**src/rtl/ct_spsram_128x104_ctrl.sv**
```systemverilog
// ct_spsram_128x104_ctrl: request/response front end for a 128x104 single-port SRAM.
// Reads have one cycle of latency. A one-entry hold register parks read data while
// the consumer stalls. Writes are masked per 26-bit lane.
// Optional build macro CT_SPSRAM_INIT_EN: when defined, the array is swept to zero
// after reset and on init_req. When undefined, the block serves requests right after reset.
module ct_spsram_128x104_ctrl (
  input  logic         cpuclk,
  input  logic         cpurst_b,
  input  logic         req_vld,
  output logic         req_rdy,
  input  logic         req_wr,
  input  logic [6:0]   req_addr,
  input  logic [103:0] req_wdata,
  input  logic [3:0]   req_lane_wen,
  output logic         rsp_vld,
  input  logic         rsp_rdy,
  output logic [103:0] rsp_data,
  input  logic         init_req,
  output logic         init_done,
  output logic [6:0]   sram_a,
  output logic         sram_cen,
  output logic         sram_gwen,
  output logic [103:0] sram_wen,
  output logic [103:0] sram_d,
  input  logic [103:0] sram_q
);

  localparam int LANES  = 4;
  localparam int LANE_W = 26;

  typedef enum logic {ST_INIT = 1'b0, ST_READY = 1'b1} state_e;

`ifdef CT_SPSRAM_INIT_EN
  localparam state_e RST_STATE = ST_INIT;
`else
  localparam state_e RST_STATE = ST_READY;
  logic unused_init_req;
  assign unused_init_req = init_req;
`endif

  state_e         state_q, state_d;
  logic [6:0]     init_cnt_q, init_cnt_d;
  logic           init_done_q, init_done_d;
  logic           rd_pend_q, rd_pend_d;
  logic           hold_full_q, hold_full_d;
  logic [103:0]   hold_q, hold_d;
  logic           accept;
  logic           sweep_act;

  // The sweep must stay off the SRAM while reset is held, hence the reset gate.
  assign sweep_act = cpurst_b && (state_q == ST_INIT);
  assign req_rdy   = init_done_q && (state_q == ST_READY) && !hold_full_q &&
                     !(rd_pend_q && !rsp_rdy);
  assign accept    = req_vld && req_rdy;
  assign init_done = init_done_q;

  // Response mux: held data takes priority, otherwise the SRAM output one cycle after a read.
  always_comb begin
    rsp_vld  = hold_full_q || rd_pend_q;
    rsp_data = '0;
    if (hold_full_q)    rsp_data = hold_q;
    else if (rd_pend_q) rsp_data = sram_q;
  end

  // SRAM drive: the clearing sweep owns the port in INIT; accepted requests go out in the same cycle.
  always_comb begin
    sram_cen  = 1'b1;
    sram_gwen = 1'b1;
    sram_wen  = '1;
    sram_a    = '0;
    sram_d    = '0;
    if (sweep_act) begin
      sram_cen  = 1'b0;
      sram_gwen = 1'b0;
      sram_wen  = '0;
      sram_a    = init_cnt_q;
    end else if (accept) begin
      sram_cen = 1'b0;
      sram_a   = req_addr;
      if (req_wr) begin
        sram_gwen = 1'b0;
        sram_d    = req_wdata;
        for (int k = 0; k < LANES; k++)
          sram_wen[LANE_W*k +: LANE_W] = {LANE_W{!req_lane_wen[k]}};
      end
    end
  end

  // Next state: read pipeline, hold register, and the INIT/READY sequencing.
  always_comb begin
    state_d     = state_q;
    init_cnt_d  = init_cnt_q;
    init_done_d = init_done_q;
    rd_pend_d   = accept && !req_wr;
    hold_full_d = hold_full_q;
    hold_d      = hold_q;
    if (rd_pend_q && !rsp_rdy) begin
      hold_full_d = 1'b1;
      hold_d      = sram_q;
    end else if (hold_full_q && rsp_rdy) begin
      hold_full_d = 1'b0;
    end
`ifdef CT_SPSRAM_INIT_EN
    case (state_q)
      ST_INIT: begin
        init_cnt_d = init_cnt_q + 7'd1;
        if (init_cnt_q == 7'd127) begin
          state_d     = ST_READY;
          init_done_d = 1'b1;
        end
      end
      default: begin
        if (init_req) begin
          // Re-clear: any outstanding read response is discarded.
          state_d     = ST_INIT;
          init_cnt_d  = '0;
          init_done_d = 1'b0;
          rd_pend_d   = 1'b0;
          hold_full_d = 1'b0;
        end
      end
    endcase
`else
    init_done_d = 1'b1;
`endif
  end

  // All state registers, async active-low reset.
  always_ff @(posedge cpuclk or negedge cpurst_b) begin
    if (!cpurst_b) begin
      state_q     <= RST_STATE;
      init_cnt_q  <= '0;
      init_done_q <= 1'b0;
      rd_pend_q   <= 1'b0;
      hold_full_q <= 1'b0;
      hold_q      <= '0;
    end else begin
      state_q     <= state_d;
      init_cnt_q  <= init_cnt_d;
      init_done_q <= init_done_d;
      rd_pend_q   <= rd_pend_d;
      hold_full_q <= hold_full_d;
      hold_q      <= hold_d;
    end
  end

endmodule

```
**config.mk**
```make
export PLATFORM = sky130hd
export DESIGN_NAME = ct_spsram_128x104_ctrl
export DESIGN_NICKNAME = d
export VERILOG_FILES = /design/src/rtl/ct_spsram_128x104_ctrl.sv
export SDC_FILE = /design/constraint.sdc
export NUM_CORES = 1
export LEC_CHECK = 0
export ABC_AREA = 0
export BUFFER_PORTS_ARGS = -buffer_cell sky130_fd_sc_hd__clkbuf_2
export CORE_AREA = 4 4 209 211
export DETAILED_ROUTE_END_ITERATION = 8
export DIE_AREA = 0 0 213 215
export PLACE_DENSITY = 0.4
export SLEW_MARGIN = 20
export SYNTH_ARGS = -nofsm -noshare
export SYNTH_HDL_FRONTEND = slang
export SYNTH_SLANG_ARGS = --single-unit
```
**constraint.sdc**
```tcl
create_clock -name cpuclk -period 6 [get_ports cpuclk]
set_clock_uncertainty 0.05 [all_clocks]
set_input_delay 1.2 -clock cpuclk [delete_from_list [all_inputs] [get_ports cpuclk]]
set_output_delay 1.2 -clock cpuclk [all_outputs]
set_load 0.02 [all_outputs]
```
==> results of run 1 <==
[cell families after synthesis]
| kind of cell | share of synthesized area |
|---|---|
| compound gates | 0.119 |
| buf+inv | 0.173 |
| flops | 0.350 |
| mux | 0.153 |
| other cells | 0.000490 |
| simple gates | 0.205 |
[flip-flops by register name, indices dropped and copies added, names as in the netlist]
signal and count:
hold_full_q 1, hold_q 104, init_done 1, rd_pend_q 1
[power by group]
part	internal (mW)	switching, mW	total (mW)	leakage, nW
clock	0.297	0.322	0.619	0.145
combinational	0.267	0.351	0.618	3.68
sequential	0.896	0.0906	0.987	1.29
total	1.46	0.764	2.22	5.12
[critical path, stage by stage]
cell and delay (ns):
buf_4 0.46, and3_1 0.26, nand3_1 0.60, clkbuf_2 0.37
[how the worst max path moves through the flow]
stage | slack, ns | to
after floorplan | 2.10 | sram_wen[100]
after global placement | 1.86 | sram_d[9]
after detailed placement | 1.86 | sram_d[9]
after CTS | 1.81 | sram_wen[48]
after global routing | 1.58 | sram_wen[48]
final | 1.84 | sram_wen[94]
[cell type report]
| type | count | area (um^2) | area share |
|---|---|---|---|
| clock inverter | 6 | 65.1 | 0.00638 |
| sequential | 107 | 2680 | 0.263 |
| timing repair buffer | 558 | 2870 | 0.281 |
| clock buffer | 10 | 229 | 0.0225 |
| tap | 539 | 674 | 0.0661 |
| multi-input combinational | 450 | 3680 | 0.361 |
[placed cells by master (no fill, tap or decap)]
| cell type | n |
|---|---|
| dfrtp_1 | 106 |
| nand3_1 | 109 |
| a22o_1 | 104 |
| nand2b_4 | 2 |
| inv_8 | 2 |
| clkbuf_2 | 544 |
| nor3_2 | 69 |
| or2_2 | 1 |
| mux2_1 | 94 |
| nand4_1 | 1 |
| mux2_2 | 10 |
| conb_1 | 1 |
| dfrtp_4 | 1 |
| and3_1 | 4 |
| clkinv_8 | 1 |
| inv_6 | 3 |
| nand2_1 | 7 |
| buf_4 | 11 |
| nor3_1 | 42 |
| nor4b_2 | 1 |
| nor2_1 | 1 |
| clkbuf_1 | 1 |
| nor2b_4 | 2 |
| nor2b_1 | 2 |
| clkbuf_16 | 9 |
| buf_12 | 3 |
[layer usage]
layer | GRT usage | wire, um | up-vias | part of all wire
li1 | - | - | 3380 | -
met3 | 0.0302 | 1980 | 24 | 0.069
met4 | 0.0324 | 541 | 0 | 0.019
met1 | 0.139 | 11600 | 3376 | 0.40
met5 | 0 | 0 | - | 0
met2 | 0.208 | 14700 | 286 | 0.51
==> results.env, run 1 <==
CTS_SINKS=107
SYN_AVG_CELL_AREA_UM2=10.3
CTS-HTREE-LEVELS=3
YS_FF_LATCH=107
ANTENNA_VIOLATIONS_BEFORE_REPAIR=1
FLOP_TO_FLOP_SETUP_SLACK_NS=3.42
DP_SLACK_NS=1.86
SYNTHTOPCELLSBYCOUNT='buf_4 (110), nand3_1 (109), dfrtp_1 (107), a22o_1 (104), mux2_1 (94)'
GRT_PASS1_WL_UM=42300
ROUTE.VIAS.TOTAL=7066
FINAL.HOLD.WORST_SLACK_NS=0.447
CTS.REPAIR.RESIZED=0
NUMBER_OF_GLOBAL_ROUTE_VIAS_BEFORE_REPAIR=6950
WORSTHOLDPATHTYPE='flip-flop to flip-flop'
GRT_USAGE=0.117
SYNTH.YOSYS.SEQ_AREA_SHARE=0.350
SYNTH_TOP_CELL_AREA_SHARE=0.350
HIGHEST_ATTAINABLE_CLOCK_FREQUENCY_MHz=240
TIMING.RR.START='rd_pend_q'
CTS-HOLD-FIX-BUFFERS=0
PEAKVDDDROP_uV=114
VIAS_PER_CELL=4.23
CRITPATHLAUNCH='req_wr'
GP_CONGESTION=0.866
IO_BUFFERS=547
GRT_SETUP_UNREPAIRED='no'
COUNT_OF_FLIP_FLOPS_WITH_A_BUILT_IN_ENABLE_AFTER_SYNTHESIS=0
DETAILEDROUTE.FIRSTPASSITERATIONCOUNT=4
N_FILL_CELL=4573
NUMBER_OF_PLACED_INSTANCES_WITH_TAPS_INCLUDED=1654
POWERDENSITY_nW_PER_UM2=218
GRT_MAX_DEGREE=114
ROW_COUNT=75
CAP_VIOLATIONS=0
CLOCK_TREE_FROM_TRITONCTS='done'
YOSYS.AREA.TOP_TYPE='dfrtp_1'
MIN-DELAY-START='hold_q[20]'
SYNTHFLOPTYPE='dfrtp_1'
STATUS='complete, no violations'
POWER.TOTAL_mW=2.22
ANT_NETS=0
STDCELL_AREA_UM2=10200
DESIGN.FINAL.NETS=1351
YOSYS.CELL_COUNT.TOP_TYPE='buf_4'
NUMCTSBUFFERS=9
DIE_WIDTH_UM=213
INITIAL_UTILIZATION=0.183
CRIT_PATH_END_KIND='primary output'
CTS_ROOT_BUF='clkbuf_16'
WORSTREGTOREGCELLS=4
POST_ROUTE_CELLS_DRIVE_ABOVE_1_SHARE=0.583
YS_TYPES=21
CORE-AREA_UM2=41800
DRCVIOLATIONCOUNT=0
CRITICALPATHCATEGORY='input pin to primary output'
ANTENNA_CELLS=0
TCRIT_TCLK_FINAL=0.694
FINAL-SETUP-VIOL-COUNT=0
FIN_SETUP_TNS_NS=0
GLOBAL_ROUTE.OVERFLOW_TOTAL=0
REPORT.FINAL.HOLD_VIOL_COUNT=0
POST-CTS-SETUP-BUFFER-COUNT=0
ARRIVAL_NS=2.91
LAYOUT_SETUP_WS_NS=1.84
SHARE_OF_THE_CORE_FILLED_WITH_CELLS_IN_THE_FINAL_LAYOUT=0.244
DIEAREA_UM2=45800
PLACED_CELL_AREA_UM2=9900
FINALMAXSLEWVIOLATIONS=0
SLEW_WORST_PIN_NS=0.939
STATIC-LEAKAGE-POWER_nW=5.12
INITIALDRTVIOLATIONCOUNT=284
CP.REQUIRED_NS=4.75
CLOCK_TREE.BUFFER_DEPTH=2
PERIOD_NEEDED_NS=4.16
SLEW_HEADROOM=0.374
WIRE_PER_INST_UM=17.2
NUM_IO_PINS=549
SYN_NETS=969
SYNTH-WARNING-COUNT=0
POSTSYNTH.ASYNCRESETSHARE=1.00
CTS.CLK_SLEW.WORST_PATHS_NS=0.09
NETLIST_INSTANCES=744
DETAILED_PLACE_HPWL_UM=21800
DIE_Y_UM=215
CRITICAL_PATH_FANOUTS_MAX=57
HOLD_PATH_END='hold_q[20]'
DRT-TOTAL-WL_UM=28800
START_KIND='input pin'
CELL_AREA_AFTER_SYNTHESIS_UM2=7650
NETLIST_TOP_CELLS_AREA='dfrtp_1 (35%), mux2_1 (14%), a22o_1 (12%)'
FINAL-INSTANCE-COUNT-EXCL-FILL=1670
CRIT-REG2REG-CAPTURE='hold_q[47]'
INSERTION_DELAY_NS=0.36
SYN2LAYOUT_AREA_GROWTH_PCT=33.2
HOLD-PATH-CELL-COUNT=1
Note: power is estimated with default switching activity, not from simulation.
==> inputs of run 2 (changes only) <==
--- a/config.mk
+++ b/config.mk
@@ -7,9 +7,9 @@
 export LEC_CHECK = 0
 export ABC_AREA = 0
 export BUFFER_PORTS_ARGS = -buffer_cell sky130_fd_sc_hd__clkbuf_2
-export CORE_AREA = 4 4 209 211
+export CORE_AREA = 4 4 214 216
 export DETAILED_ROUTE_END_ITERATION = 8
-export DIE_AREA = 0 0 213 215
+export DIE_AREA = 0 0 218 220
 export PLACE_DENSITY = 0.4
 export SLEW_MARGIN = 20
 export SYNTH_ARGS = -nofsm -noshare
==> constraint.sdc (replaced) <==
create_clock -name cpuclk -period 3.4 [get_ports cpuclk]
set_clock_uncertainty 0.05 [all_clocks]
set_input_delay 0.68 -clock cpuclk [delete_from_list [all_inputs] [get_ports cpuclk]]
set_output_delay 0.68 -clock cpuclk [all_outputs]
set_load 0.02 [all_outputs]
==> run 2 against run 1 <==
  * Flip-flop and latch count unchanged
  * Utilization down 0.48 points
  * Global-route usage down 0.88 points
  * Hold slack worse by 0.13 ns
  * First-iteration DRC count shrank 23%
  * Routed wire length decreased by 0.24%
  * Final cell count increased by 4.5%
  * Critical path depth unchanged
  * Die area rose by 4.7%
  * Critical endpoint is now rsp_data[41]
==> results.env, run 2 (same netlist as run 1, synthesis figures left out) <==
COMB_POWER_SHARE=0.285
NUMCTSBUFFERS=9
CAP_VIOLATIONS=0
ARRIVAL_NS=2.26
DESIGN.FINAL.NETS=1373
FINAL-INSTANCE-COUNT-EXCL-FILL=1745
STATUS='complete, no violations'
ROUTE.VIAS.TOTAL=7194
CRITICAL_PATH_BUF_INV_COUNT=2
INITIAL_UTILIZATION=0.174
MOST-COMMON-LAYOUT-CELLS='clkbuf_2 (544), nand3_1 (109), dfrtp_1 (106)'
CELL_BY_CELL_LISTING_OF_THE_CRITICAL_PATH='nor2b_4, buf_4, a22o_1, clkbuf_2'
CRIT_PATH_END_KIND='primary output'
VIAS_PER_CELL=4.12
CRITICAL-PATH-SLOWEST-CELL='nor2b_4'
LAYOUT_SETUP_WS_NS=0.412
LAYOUT.CELLS.MOST_COMMON='clkbuf_2'
POWER.TOTAL_mW=3.96
DP_SLACK_NS=0.756
CTS_ROOT_BUF='clkbuf_16'
PERIOD_NEEDED_NS=2.99
CTS.REPAIR.RESIZED=0
INSERTION_DELAY_NS=0.37
TOTAL_SWITCHING_POWER_mW=1.30
GLOBAL_ROUTE.OVERFLOW_TOTAL=0
GRT_SETUP_UNREPAIRED='no'
TCRIT_TCLK_FINAL=0.879
DIE_Y_UM=220
CRITICALPATHCATEGORY='flip-flop to primary output'
NUMBER_OF_GLOBAL_ROUTE_VIAS_BEFORE_REPAIR=6961
CORE-AREA_UM2=43900
STDCELL_AREA_UM2=10500
CLOCK_TREE_FROM_TRITONCTS='done'
DETAILEDROUTE.FIRSTPASSITERATIONCOUNT=4
CTS_SINKS=107
CTS.CLK_SLEW.WORST_PATHS_NS=0.08
WORSTHOLDPATHTYPE='input pin to async pin'
ROW_COUNT=77
P_INT_mW=2.65
CTS-HTREE-LEVELS=3
NUM_IO_PINS=549
GRT_PASS1_WL_UM=41000
WIRE_PER_INST_UM=16.5
DETAILED_PLACE_HPWL_UM=22300
REPORT.FINAL.HOLD_VIOL_COUNT=0
SLEW_WORST_PIN_NS=0.838
REGISTERS.TOP_BY_FF_COUNT='hold_q'
CRITICAL_PATH.TOP_DELAY_FAMILY='simple AND/OR/NAND/NOR gates'
POST-CTS-SETUP-BUFFER-COUNT=0
CP.REQUIRED_NS=2.67
GP_CONGESTION=0.807
CLOCK_TREE.BUFFER_DEPTH=2
DRT-TOTAL-WL_UM=28700
CTS-HOLD-FIX-BUFFERS=0
START_KIND='flip-flop'
SWSHARE=0.330
DIEAREA_UM2=48000
FIN_SETUP_TNS_NS=0
SLEW_HEADROOM=0.440
CRITICAL_PATH.MAX_STAGE_DELAY_NS=0.67
POWER_FRAC_CLOCK=0.277
NUMBER_OF_PLACED_INSTANCES_WITH_TAPS_INCLUDED=1729
LARGEST_REGISTER_FF_COUNT=104
HIGHEST_ATTAINABLE_CLOCK_FREQUENCY_MHz=335
GRT_MAX_DEGREE=114
STATIC-LEAKAGE-POWER_nW=5.26
INITIALDRTVIOLATIONCOUNT=219
SHARE_OF_THE_CORE_FILLED_WITH_CELLS_IN_THE_FINAL_LAYOUT=0.239
PLACED_CELL_AREA_UM2=10200
SYN2LAYOUT_AREA_GROWTH_PCT=37.4
PEAKVDDDROP_uV=227
CRITICAL_PATH_FANOUTS_MAX=23
DRCVIOLATIONCOUNT=0
FINALMAXSLEWVIOLATIONS=0
ANTENNA_CELLS=0
FINAL.HOLD.WORST_SLACK_NS=0.314
DIE_WIDTH_UM=218
SEQ_POWER_SHARE=0.438
GRT_USAGE=0.108
FINAL-SETUP-VIOL-COUNT=0
IO_BUFFERS=547
POST_ROUTE_CELLS_DRIVE_ABOVE_1_SHARE=0.590
ANTENNA_VIOLATIONS_BEFORE_REPAIR=0
ANT_NETS=0
POWERDENSITY_nW_PER_UM2=376
-- run 2: cell count changes in the layout (fill, tap and decap cells not counted) --
cell	before	now
buf_4	11	26
clkinv_2	0	1
inv_8	2	1
inv_6	3	1
clkinv_8	1	0
buf_12	3	10
clkinvlp_4	0	1
bufinv_16	0	1
clkbuf_1	1	2
-- run 2: layout make-up --
type                       instances  area [um^2]
tap                              592          741
multi-input combinational        450         3680
clock buffer                      11          233
fill                            4875        33400
clock inverter                     5         62.6
sequential                       107         2680
timing repair buffer             580         3120
-- run 2: worst register-to-register path: stages (launching register included) --
cell	delay [ns]
dfrtp_1	0.43
nand2b_4	0.24
buf_12	0.40
mux2_2	0.62
-- run 2: per-layer routing --
| metal | up-vias | routed length [um] | track usage |
|---|---|---|---|
| met2 | 302 | 14400 | 0.186 |
| met1 | 3449 | 11600 | 0.130 |
| li1 | 3420 | - | - |
| met5 | - | 0 | 0 |
| met3 | 23 | 2240 | 0.0356 |
| met4 | 0 | 440 | 0.0289 |
-- run 2: final timing paths --
kind | from | end | slack, ns | cells after the start
setup / recovery | hold_full_q | rsp_data[41] | 0.41 | 4
hold / removal | cpurst_b | hold_q[16] | 0.31 | 1
setup reg to reg | rd_pend_q | hold_q[85] | 1.54 | 3
hold reg to reg | hold_q[90] | hold_q[90] | 0.44 | 1
max in group asynchronous | cpurst_b | hold_q[78] | 2.17 | 2
min in group cpuclk | hold_q[90] | hold_q[90] | 0.44 | 1
-- run 2: power groups by stage --
stage / Combinational, mW / Sequential [mW] / Clock [mW]
2_1_floorplan: 0.778 / 1.72 / 0
3_3_place_gp: 1.14 / 1.74 / 0
3_5_place_dp: 1.15 / 1.76 / 0
4_1_cts: 1.15 / 1.73 / 1.17
5_1_grt: 1.23 / 1.77 / 1.21
6_report: 1.13 / 1.73 / 1.10
